--- config.mk ---
export PLATFORM = sky130hd
export DESIGN_NAME = tcp_tx_burst_datap
export DESIGN_NICKNAME = d
export VERILOG_FILES = /design/src/rtl/tcp_tx_burst_datap.sv
export SDC_FILE = /design/constraint.sdc
export NUM_CORES = 1
export LEC_CHECK = 0
export ABC_CLOCK_PERIOD_IN_PS = 9020
export CAP_MARGIN = 30
export CORE_MARGIN = 10
export CORE_UTILIZATION = 40
export CTS_CLUSTER_DIAMETER = 100
export DETAILED_ROUTE_END_ITERATION = 10
export PLACE_DENSITY = 0.66
export SYNTH_ARGS = -nofsm -noshare
export SYNTH_HDL_FRONTEND = slang
export SYNTH_SLANG_ARGS = --single-unit
--- constraint.sdc ---
create_clock -name clk -period 9.02 [get_ports clk]
set_input_delay 1.353 -clock clk [delete_from_list [all_inputs] [get_ports clk]]
set_output_delay 1.353 -clock clk [all_outputs]
set_load 0.02 [all_outputs]
--- src/rtl/tcp_tx_burst_datap.sv ---
// rtl/tcp_tx_burst_datap.sv - TCP TX burst segment engine; TCP_TX_ZWP_EN enables the 1-byte zero-window probe
module tcp_tx_burst_datap #(
    parameter int FLOWID_W  = 8,
    parameter int PTR_W     = 16,
    parameter int SEQ_W     = 32,
    parameter int WIN_W     = 16,
    parameter int MSS       = 1460,
    parameter int MAX_BURST = 4
) (
    input  logic                clk,
    input  logic                rst_n,
    input  logic                sched_req_val,
    output logic                sched_req_rdy,
    input  logic [FLOWID_W-1:0] sched_req_flowid,
    input  logic                sched_req_rt,
    input  logic                sched_req_ack,
    output logic                state_rd_req_val,
    output logic [FLOWID_W-1:0] state_rd_req_addr,
    input  logic [PTR_W:0]      state_rd_resp_tail,
    input  logic [SEQ_W-1:0]    state_rd_resp_seq,
    input  logic [SEQ_W-1:0]    state_rd_resp_acked,
    input  logic [SEQ_W-1:0]    state_rd_resp_their_ack,
    input  logic [WIN_W-1:0]    state_rd_resp_their_win,
    input  logic [WIN_W-1:0]    state_rd_resp_our_win,
    output logic                seq_wr_val,
    output logic [FLOWID_W-1:0] seq_wr_addr,
    output logic [SEQ_W-1:0]    seq_wr_data,
    output logic                pkt_val,
    input  logic                pkt_rdy,
    output logic [FLOWID_W-1:0] pkt_flowid,
    output logic [SEQ_W-1:0]    pkt_seq_num,
    output logic [SEQ_W-1:0]    pkt_ack_num,
    output logic [WIN_W-1:0]    pkt_win,
    output logic [7:0]          pkt_flags,
    output logic [PTR_W-1:0]    pkt_payload_addr,
    output logic [PTR_W:0]      pkt_payload_len,
    output logic                upd_val,
    output logic [FLOWID_W-1:0] upd_flowid,
    output logic                upd_rt_clear,
    output logic                upd_ack_clear,
    output logic                upd_data_clear
);

    localparam int CNT_W = $clog2(MAX_BURST + 1);
    localparam logic [PTR_W:0]     MSS_LEN   = (PTR_W+1)'(MSS);
    localparam logic [CNT_W-1:0]   BURST_MAX = CNT_W'(MAX_BURST);

    localparam logic [2:0] S_IDLE = 3'd0;
    localparam logic [2:0] S_RD   = 3'd1;
    localparam logic [2:0] S_CALC = 3'd2;
    localparam logic [2:0] S_EMIT = 3'd3;
    localparam logic [2:0] S_WB   = 3'd4;

    logic [2:0]          state, state_nx;
    logic                rdy_q;
    logic [FLOWID_W-1:0] flowid_q;
    logic                rt_q, ack_q;
    logic [CNT_W-1:0]    cnt_q, cnt_inc;
    logic [PTR_W:0]      tail_q, avail_q, avail_left_q, avail_rem;
    logic [SEQ_W-1:0]    acked_q, orig_seq_q, work_seq_q;
    logic [WIN_W-1:0]    their_win_q;

    logic                first;
    logic [PTR_W:0]      cur_tail;
    logic [SEQ_W-1:0]    cur_seq, cur_acked;
    logic [WIN_W-1:0]    cur_their_win;
    logic [SEQ_W-1:0]    next_seq, inflight, win_ext, room;
    logic [PTR_W:0]      avail, len_c;
    logic                skip, more, wb;

    // The first CALC pass sees the live read response; later passes use the registered copy.
    always_comb begin
        first         = (cnt_q == '0);
        cur_tail      = first ? state_rd_resp_tail      : tail_q;
        cur_seq       = first ? state_rd_resp_seq       : work_seq_q;
        cur_acked     = first ? state_rd_resp_acked     : acked_q;
        cur_their_win = first ? state_rd_resp_their_win : their_win_q;

        next_seq = rt_q ? cur_acked : cur_seq;
        avail    = cur_tail - next_seq[PTR_W:0];
        inflight = next_seq - cur_acked;
        win_ext  = SEQ_W'(cur_their_win);
        room     = (win_ext > inflight) ? (win_ext - inflight) : '0;
        len_c    = (room > SEQ_W'(avail)) ? avail : room[PTR_W:0];
        if (len_c > MSS_LEN)
            len_c = MSS_LEN;
`ifdef TCP_TX_ZWP_EN
        if ((cur_their_win == '0) && (inflight == '0) && (avail != '0))
            len_c = (PTR_W+1)'(1);
`endif
        skip = (len_c == '0) && !rt_q && (!ack_q || (cnt_q != '0));

        cnt_inc   = cnt_q + CNT_W'(1);
        avail_rem = avail_q - pkt_payload_len;
        more      = !rt_q && (pkt_payload_len != '0) && (cnt_inc < BURST_MAX) && (avail_rem != '0);
    end

    always_comb begin
        state_nx = state;
        case (state)
            S_IDLE: if (sched_req_val && rdy_q) state_nx = S_RD;
            S_RD:   state_nx = S_CALC;
            S_CALC: state_nx = skip ? S_WB : S_EMIT;
            S_EMIT: if (pkt_rdy) state_nx = more ? S_CALC : S_WB;
            S_WB:   state_nx = S_IDLE;
            default: state_nx = S_IDLE;
        endcase
    end

    always_ff @(posedge clk or negedge rst_n) begin
        if (!rst_n) begin
            state            <= S_IDLE;
            rdy_q            <= 1'b0;
            flowid_q         <= '0;
            rt_q             <= 1'b0;
            ack_q            <= 1'b0;
            cnt_q            <= '0;
            tail_q           <= '0;
            avail_q          <= '0;
            avail_left_q     <= '0;
            acked_q          <= '0;
            orig_seq_q       <= '0;
            work_seq_q       <= '0;
            their_win_q      <= '0;
            pkt_seq_num      <= '0;
            pkt_ack_num      <= '0;
            pkt_win          <= '0;
            pkt_flags        <= '0;
            pkt_payload_addr <= '0;
            pkt_payload_len  <= '0;
        end else begin
            state <= state_nx;
            rdy_q <= (state_nx == S_IDLE);
            case (state)
                S_IDLE: begin
                    if (sched_req_val && rdy_q) begin
                        flowid_q <= sched_req_flowid;
                        rt_q     <= sched_req_rt;
                        ack_q    <= sched_req_ack;
                        cnt_q    <= '0;
                    end
                end
                S_CALC: begin
                    if (first) begin
                        tail_q      <= state_rd_resp_tail;
                        acked_q     <= state_rd_resp_acked;
                        their_win_q <= state_rd_resp_their_win;
                        orig_seq_q  <= state_rd_resp_seq;
                        work_seq_q  <= state_rd_resp_seq;
                        pkt_ack_num <= state_rd_resp_their_ack;
                        pkt_win     <= state_rd_resp_our_win;
                    end
                    // Descriptor is frozen here so it stays stable across any EMIT stall.
                    pkt_seq_num      <= next_seq;
                    pkt_payload_addr <= next_seq[PTR_W-1:0];
                    pkt_payload_len  <= len_c;
                    pkt_flags        <= (len_c != '0) ? 8'h18 : 8'h10;
                    avail_q          <= avail;
                    avail_left_q     <= avail;
                end
                S_EMIT: begin
                    if (pkt_rdy) begin
                        work_seq_q   <= pkt_seq_num + SEQ_W'(pkt_payload_len);
                        cnt_q        <= cnt_inc;
                        avail_left_q <= avail_rem;
                    end
                end
                default: ;
            endcase
        end
    end

    assign wb                = (state == S_WB);
    assign sched_req_rdy     = rdy_q;
    assign state_rd_req_val  = (state == S_RD);
    assign state_rd_req_addr = flowid_q;
    assign pkt_val           = (state == S_EMIT);
    assign pkt_flowid        = flowid_q;
    assign seq_wr_val        = wb;
    assign seq_wr_addr       = flowid_q;
    // A retransmit rewinds below the stored sequence; never write that regression back.
    assign seq_wr_data       = !wb ? '0 :
                               ($signed(work_seq_q - orig_seq_q) < 0) ? orig_seq_q : work_seq_q;
    assign upd_val           = wb;
    assign upd_flowid        = flowid_q;
    assign upd_rt_clear      = wb & rt_q;
    assign upd_ack_clear     = wb & ack_q & (cnt_q != '0);
    assign upd_data_clear    = wb & (avail_left_q == '0);

endmodule

==> out/summary.md <==
• avail_left_q[16]$_DFFE_PN0P_ — Worst Hold Path EP
• state[1]$_DFF_PN0_ — worst flop-to-flop path endpoint
• a2111oi_4 — slowest cell on the critical path
• 93 — count of cell types in the netlist
• no — unrepaired setup endpoints after global routing
• 0.983 — last weighted congestion value of the routability-driven placer
• nand2_1 — leading cell type by number of instances after synthesis
• dfrtp_1 — most common flop cell mapped by yosys
• 2 — H-tree levels
• dfrtp_1, nand2_1, ha_1 — largest cells by area after synthesis
• register to register — kind of critical path
• 36 — number of buffers created by CTS
• 8.33 ns — Min Clock Period, post-route
• register to register — HP Class
• 0.0799 — proportion of layout cells with a drive suffix above 1
• 82 — placement row count
• 9.46 ns — required arrival time at the worst endpoint
• 0 ns — sum of negative setup slack
• 0.0203 mm² — area of the mapped netlist
• 58.6 mm — final HPWL from detailed placement
• 6 — detailed-router iteration count before antenna repair
• 279 — clock tree sinks
• 0.344 — fraction of post-synthesis cell area in the top cell type by area
• 1721 — DRT iter0 DRCs
• 0.0421 ns — Setup Skew
• 0 — gr ovfl total
• 0 — Yosys Warn Count
• 19200 — vias in the first global route
• register — element type at the critical path end
• clkbuf_16 — clock tree root buffer cell
• 3 — maximum root-to-sink buffer count
• 0 — Final Hold Viols
• 0 — number of setup buffers added after CTS
• 0 — number of buffers inserted for hold repair after clock tree synthesis
• 0.06 ns — clock transition at the register clock pins on the worst setup and hold paths after CTS
• 114 mm — global-route wire length before repair
• 0.405 — initial standard-cell utilization of the core
• 105 — largest net degree at the start of global routing
• 0 — Final Max Slew Viols
• 0.0502 mm² — core region area
• 245 µm — x dimension of the die
• complete, no violations — result of the run
• cnt_q[1]$_DFFE_PN0P_ — start of the worst register-to-register path
• 20.8 µm — routed length per placed instance
• 74.8 mm — Total Routed Length
• 345 — total of buffers placed on input and output ports
• 0 — post-detailed-route DRC marker count
• 0 — post-CTS resize count
• 0 — final setup violation count
• 8.77 ns — CP Data Arrival Time
• 279 — number of synthesized register bits
• 0.54 ns — Max stage delay on crit path
• 120 MHz — maximum clock rate
• 0.57 ns — clock network latency to the later pin of the worst-skew pair
• 0.0602 mm² — die area
• nand2_1, dfrtp_1, nor2_1 — most instantiated cells after synthesis
• 28.0% — growth of design area from synthesis to finish
• 1.00 — async set-or-reset flop fraction in the synthesized netlist
• 2573 — cells after synthesis
• 7.90 µm² — post-synthesis area per instance
• dfrtp_1 — largest area contributor in the synthesized netlist
• 352 — number of top-level design ports
• 4690 — Layout fillers
• 0 — maximum capacitance violations
• 0.344 — post-synthesis sequential area ratio
• 0 — EDFF count, synth
• 3 — initial antenna violation count
• cnt_q[1]$_DFFE_PN0P_ — crit path from
• 2 — cell count of the worst hold path
• 0.69 ns — register-to-register setup slack
• 0.307 — max_slew headroom
• 30 — largest fanout of any net on the critical path
• register — startpoint types
• 0.241 — overall fraction of global-route tracks in use
• built — clock tree from TritonCTS
• 0.924 — ratio of final minimum period to clock period
• 29 — logic depth of the worst register-to-register path
• 19800 — count of vias placed by the detailed router
• 245 µm — overall die height
• 1.03 ns — slew at the pin with the worst max-slew slack
• 0 — final antenna-violating net count
• 5.49 — via density per instance
• avail_left_q[16]$_DFFE_PN0P_ — worst min-delay path startpoint
• 3212 — number of nets in the finished design
[how the worst max path moves through the flow]
stage / endpoint / slack, ns
after floorplan: state[1]$_DFF_PN0_ / 0.54
after global placement: state[1]$_DFF_PN0_ / 0.33
after detailed placement: state[1]$_DFF_PN0_ / 0.07
after CTS: state[1]$_DFF_PN0_ / 0.67
after global routing: state[1]$_DFF_PN0_ / 0.12
final: state[1]$_DFF_PN0_ / 0.69
[worst max-delay path: cells and delay by family (launching register included)]
family,cells,cell delay [ns]
buffers and inverters,4,1.10
DFF,1,0.40
adders and majority gates,3,0.82
AOI/OAI and AO/OA,14,4.16
and+or+nand+nor,8,1.66
[sequential cells by signal, summed over array words and instances (netlist names), 2 cells and up]
name	count
pkt_win	16
their_win_q	16
pkt_flowid	8
avail_q	17
cnt_q	3
orig_seq_q	32
tail_q	17
pkt_seq_num	32
acked_q	32
work_seq_q	32
state	3
avail_left_q	17
pkt_flags	2
pkt_payload_len	17
pkt_ack_num	32
[layout make-up]
type / count / area, µm² / area share
sequential: 279 / 6980 / 0.269
multi-input combinational: 2035 / 12200 / 0.470
clock inverter: 12 / 134 / 0.00515
inverter: 103 / 387 / 0.0149
timing repair buffer: 448 / 4280 / 0.165
tap: 672 / 841 / 0.0323
antenna: 1 / 2.50 / 0.0000963
clock buffer: 53 / 1140 / 0.0437
[per-stage QoR]
| stage | area (µm²) | instances | utilization | setup WS (ns) | hold WS [ns] |
|---|---|---|---|---|---|
| final | 26000 | 3603 | 0.518 | 0.688 | 0.459 |
| after global routing | 26000 | 3603 | 0.518 | 0.124 | 0.488 |
| after global placement | 24700 | 3535 | 0.491 | 0.331 | 0.444 |
| after CTS | 25900 | 3600 | 0.517 | 0.674 | 0.464 |
| after floorplan | 20300 | 2579 | - | 0.538 | 0.430 |
| after detailed placement | 24700 | 3535 | 0.491 | 0.0732 | 0.451 |
[placed cells by master, fill, tap and decap left out, types with 8 or more instances in the layout]
cell type and instances:
nor2b_1 22, nand4_1 23, inv_1 103, a211o_1 8, ha_1 145, and3_1 12, xor2_1 42, clkdlybuf4s50_1 344
and2_1 22, o21ai_1 17, a31oi_1 12, a211oi_1 28, nand2_1 692, nand2b_1 28, o21a_1 26, o22ai_1 31
nand3_1 28, a21boi_0 9, o211ai_1 16, clkbuf_8 13, a21o_1 32, xnor2_1 43, mux2_2 11, nor2_1 193
o21ai_0 148, mux2i_1 75, clkbuf_16 38, a21oi_1 160, buf_4 100, nor4_1 14, dfrtp_1 278, nor3_1 36
[routing by layer]
| layer | routed length (µm) | track usage | part of all wire | up-vias |
|---|---|---|---|---|
| li1 | - | - | - | 9472 |
| met2 | 34000 | 0.382 | 0.45 | 752 |
| met1 | 32000 | 0.316 | 0.43 | 9426 |
| met3 | 6310 | 0.0592 | 0.084 | 135 |
| met4 | 2490 | 0.0837 | 0.033 | 6 |
| met5 | 36 | 0 | 0.00048 | - |
[cells by family after synthesis]
kind of cell	after synthesis	synth area share
AND/OR/NAND/NOR	1128	0.241
AO/OA/AOI/OAI	577	0.181
flip-flops	279	0.344
buffers and inverters	265	0.0586
adder cells (fa/ha/maj)	150	0.0942
multiplexers	87	0.0438
XOR/XNOR	86	0.0371
other	1	0.000185
Power is not shown: default switching activity piles up to over one toggle a cycle in this logic, so the estimate is an artifact.
